$ cat src/rtl/pc_seq_pkg.sv
// Shared types and constants for the program-counter sequencer:
// FSM state encoding, PC increment step and default vectors.
package pc_seq_pkg;

    typedef enum logic [1:0] {
        BOOT  = 2'd0,
        FETCH = 2'd1,
        HOLD  = 2'd2
    } pc_state_t;

    localparam logic [31:0] PC_STEP              = 32'd4;
    localparam logic [31:0] DEFAULT_RESET_VECTOR = 32'h0000_0000;
    localparam logic [31:0] DEFAULT_TRAP_VECTOR  = 32'h0000_0080;

    // Redirect priority: jump wins over a taken branch, otherwise fall through.
    function automatic logic [31:0] select_next(
        input logic        jump,
        input logic [31:0] jump_target,
        input logic        branch_taken,
        input logic [31:0] branch_target,
        input logic [31:0] pc_plus4
    );
        if (jump)
            return jump_target;
        else if (branch_taken)
            return branch_target;
        else
            return pc_plus4;
    endfunction

endpackage

$ cat src/rtl/pc_seq_incr.sv
// pc_incr: 32-bit sequential-address adder, pc + PC_STEP, wrapping modulo 2^32.
module pc_incr
    import pc_seq_pkg::*;
(
    input  logic [31:0] pc,
    output logic [31:0] pc_plus4
);

    assign pc_plus4 = pc + PC_STEP;

endmodule

$ cat src/rtl/pc_sequencer.sv
// Program-counter sequencer with a BOOT/FETCH/HOLD fetch FSM.
// Optional macro MISALIGN_TRAP_EN: misaligned next_pc redirects to TRAP_VECTOR and pulses trap.
module pc_sequencer
    import pc_seq_pkg::*;
#(
    parameter logic [31:0] RESET_VECTOR = DEFAULT_RESET_VECTOR,
    parameter logic [31:0] TRAP_VECTOR  = DEFAULT_TRAP_VECTOR
) (
    input  logic        clk,
    input  logic        rst,
    input  logic        stall,
    input  logic        jump,
    input  logic [31:0] jump_target,
    input  logic        branch_taken,
    input  logic [31:0] branch_target,
    input  logic        imem_ack,
    output logic        imem_req,
    output logic [31:0] imem_addr,
    output logic [31:0] pc,
    output logic [31:0] pc_plus4,
    output logic        instr_valid,
`ifdef MISALIGN_TRAP_EN
    output logic        trap,
`endif
    output logic [1:0]  fsm_state
);

    // Fetch handshake: imem_req is the valid, imem_ack is the ready; a fetch
    // completes on a rising edge where both are high, and the request (with
    // imem_addr held at pc) stays up until that edge.  Acks while imem_req is
    // low are ignored.

    pc_state_t   state;
    logic [31:0] next_sel;
    logic [31:0] next_pc;
    logic        advance;

    pc_incr u_incr (
        .pc       (pc),
        .pc_plus4 (pc_plus4)
    );

    assign next_sel = select_next(jump, jump_target, branch_taken, branch_target, pc_plus4);

    // Redirect inputs only matter on edges where pc actually moves.
    assign advance = ((state == FETCH) && imem_ack && !stall) ||
                     ((state == HOLD) && !stall);

`ifdef MISALIGN_TRAP_EN
    logic misaligned;
    assign misaligned = (next_sel[1:0] != 2'b00);
    assign next_pc    = misaligned ? TRAP_VECTOR : next_sel;
`else
    logic unused_trap_vector;
    assign unused_trap_vector = ^TRAP_VECTOR;
    assign next_pc            = next_sel & ~32'h0000_0003;
`endif

    assign imem_addr   = pc;
    assign instr_valid = (state == FETCH) && imem_ack;
    assign fsm_state   = state;

    always_ff @(posedge clk or posedge rst) begin
        if (rst) begin
            state    <= BOOT;
            pc       <= RESET_VECTOR;
            imem_req <= 1'b0;
`ifdef MISALIGN_TRAP_EN
            trap     <= 1'b0;
`endif
        end else begin
`ifdef MISALIGN_TRAP_EN
            trap <= advance && misaligned;
`endif
            if (advance)
                pc <= next_pc;

            case (state)
                BOOT: begin
                    state    <= FETCH;
                    imem_req <= 1'b1;
                end
                FETCH: begin
                    if (imem_ack && stall) begin
                        state    <= HOLD;
                        imem_req <= 1'b0;
                    end
                end
                HOLD: begin
                    if (!stall) begin
                        state    <= FETCH;
                        imem_req <= 1'b1;
                    end
                end
                default: begin
                    state    <= BOOT;
                    imem_req <= 1'b0;
                end
            endcase
        end
    end

endmodule

$ cat config.mk
export PLATFORM = sky130hd
export DESIGN_NAME = pc_sequencer
export DESIGN_NICKNAME = d
export VERILOG_FILES = /design/src/rtl/pc_seq_pkg.sv /design/src/rtl/pc_seq_incr.sv /design/src/rtl/pc_sequencer.sv
export SDC_FILE = /design/constraint.sdc
export NUM_CORES = 1
export LEC_CHECK = 0
export ABC_AREA = 1
export BUFFER_PORTS_ARGS = -buffer_cell sky130_fd_sc_hd__buf_2
export CORE_MARGIN = 5
export CORE_UTILIZATION = 47
export CTS_CLUSTER_DIAMETER = 40
export DETAILED_ROUTE_END_ITERATION = 8
export GPL_ROUTABILITY_DRIVEN = 0
export PLACE_DENSITY = 0.82
export SKIP_CTS_REPAIR_TIMING = 1
export SLEW_MARGIN = 40
export SYNTH_ARGS = -nofsm -noshare
export SYNTH_HDL_FRONTEND = slang
export SYNTH_HIERARCHICAL = 1
export SYNTH_SLANG_ARGS = --single-unit
$ cat constraint.sdc
create_clock -name clk -period 1.9 [get_ports clk]
set_clock_uncertainty 0.05 [all_clocks]
set_input_delay 0.285 -clock clk [delete_from_list [all_inputs] [get_ports clk]]
set_output_delay 0.285 -clock clk [all_outputs]
set_load 0.1 [all_outputs]
==> metrics.txt <==
CTS tree yes; Final setup viols 37; P&R area growth vs syn 63.50%; status finished, violations left; Final period util 121.2%; gr usage total 25.28%; critical path required time 1560 ps; drt wl/cell 14.56 um; Avg Vias per Cell 4.984; number of port buffers 159; die area 8915 um^2; row cnt 30; DR DRC count 0; # IOs 170; Synth top area share 33.28%; Worst Path Arrival 1970 ps; antenna violations before repair 0; final critical-path required period 2302 ps; failing checks setup timing; Crit Path Class flip-flop to output port; share of layout cells above drive strength 1 42.50%; Min-Delay Path Class primary input to async pin; Setup WS post-layout -402.1 ps; Die Width 94.42 um; Yosys reg bits 33; synth unique cells 25; CTS clk-pin slew, worst paths 60 ps; core area 6869 um^2; GR Overflow Total 0; TritonRoute pass-1 iters 5; Post-Syn Instances 585; crit end category output port; Max-slew headroom 59.53%; Vias 4231; Final Slew Violations 0; leading cell type by number of instances after synthesis nand2_1; Ys Warns 6; die height 94.42 um; Worst Tran Pin Value 604.9 ps; initial core utilization 48.76%; RSZ-0062 raised after global routing true; ys flop type dfrtp_1; vias in the first global route 4028; final hold slack 13.33 ps; first-pass GRT wire length 18.00 mm; H-tree lvl count 2; largest net degree at the start of global routing 34; Antenna diodes 0; CTS buffer count 5; register area share after synthesis 24.65%; register area 854.6 um^2; First DRT Iteration DRCs 264; Fin. Hold Viols 0; Netlist Area Pre-Place 3349 um^2; Post-synth EDFFs 0; Worst R2R Setup Slack -150 ps; MaxCap Viol Count 0; Final Util 79.73%; Filler cells 436; Peak Freq 434.4 MHz; HPWL Detailed 8.854 mm; TNS Setup -9287 ps; syn_area_per_cell 5.726 um^2; post-synthesis async set-or-reset flop share 100.0%; area of the multi-input gates 2415 um^2; area leader, netlist nand2_1; clock buffer depth 2; worst r2r src imem_addr[2]$_DFFE_PP0P_; CP startpoint kind flip-flop; Post-Route WL 12.36 mm; CTS Root Cell clkbuf_8; crit-path max FO 5; ranking of synthesized cells by area nand2_1 33%, dfrtp_1 25%, inv_1 9.4%, buf_4 8.7%, nand3_1 6.0%; nets 823; CTS sink cnt 33; top cells by instance count after synthesis 297 x nand2_1, 84 x inv_1, 40 x nand3_1; worst skew pair latency 310 ps; Post-DRT Antenna Nets 0; worst r2r path cells 15; FF-to-FF End imem_addr[30]$_DFFE_PP0P_
## layout make-up
type	count	share of cell area (%)
Clock buffer	8	1.645
Sequential cell	33	15.60
Multi-Input combinational cell	419	44.09
Tap cell	96	2.193
Timing Repair Buffer	209	30.57
Inverter	84	5.894
## flip-flops by register name, summed over array words and instances (netlist names)
name,cells
imem_addr,30
imem_req,1
fsm_state,2
## worst max path at each step
stage	from	endpoint	slack, ps	cells past startpoint
CTS	imem_addr[2]$_DFFE_PP0P_	pc_plus4[16]	-370	8
finish	imem_addr[2]$_DFFE_PP0P_	pc_plus4[23]	-400	8
global route	imem_addr[10]$_DFFE_PP0P_	pc_plus4[25]	-520	7
global placement	imem_addr[2]$_DFFE_PP0P_	pc_plus4[16]	-10	8
floorplan	imem_addr[2]$_DFFE_PP0P_	imem_addr[17]$_DFFE_PP0P_	-1020	11
detailed placement	imem_addr[2]$_DFFE_PP0P_	pc_plus4[16]	-40	8
## cell families (layout without fill, tap and decap cells)
| logic type | count (synthesis) | in the layout | share of synthesized area, % |
|---|---|---|---|
| other | 1 | 6 | 0.1120 |
| XOR/XNOR | 15 | 15 | 4.147 |
| AND/OR/NAND/NOR | 393 | 393 | 49.76 |
| adder cells (fa/ha/maj) | 1 | 1 | 0.3735 |
| AO/OA/AOI/OAI | 4 | 4 | 0.6723 |
| buffers and inverters | 138 | 301 | 20.28 |
| flip-flops | 33 | 33 | 24.65 |
## layer usage
metal / global-route usage (%) / part of all wire [%] / up-vias
met3: 5.100 / 8.2 / 32
met1: 29.66 / 37 / 1972
met5: 0 / 0 / -
li1: - / - / 2004
met2: 45.51 / 52 / 223
met4: 9.025 / 2.6 / 0
## placed cells by master, fill, tap and decap left out, types with 6 or more instances in the layout
master,count
nand3b_1,7
nand2_4,9
dfrtp_2,17
nor2_1,27
buf_6,10
buf_4,37
xor2_4,10
inv_2,8
nand2_8,7
dfrtp_1,14
nor2_4,9
nand2_1,265
nand2_2,21
clkbuf_8,6
conb_1,6
buf_2,128
nand3_2,7
nand3_1,33
buf_12,31
inv_1,74
## worst max-delay path, cell delays in order (launching register included)
cell and delay [ps]:
dfrtp_4 420, buf_6 110, clkinvlp_4 120, nor2_8 180, nand2_4 80, nor2_4 220
nand3b_1 220, nand2_8 130, buf_12 170
## per-stage QoR
| step | instances | area [um^2] | setup WS (ps) |
|---|---|---|---|
| after floorplan | 590 | 3844 | -1024 |
| after global placement | 830 | 5121 | -11.46 |
| after detailed placement | 830 | 5121 | -39.20 |
| after CTS | 838 | 5211 | -367.9 |
| after global routing | 849 | 5477 | -525.0 |
| final | 849 | 5477 | -402.1 |
Power is left out: the tool's default activity adds up to more than one toggle a clock period on the data nets, which glitch-free logic cannot reach.
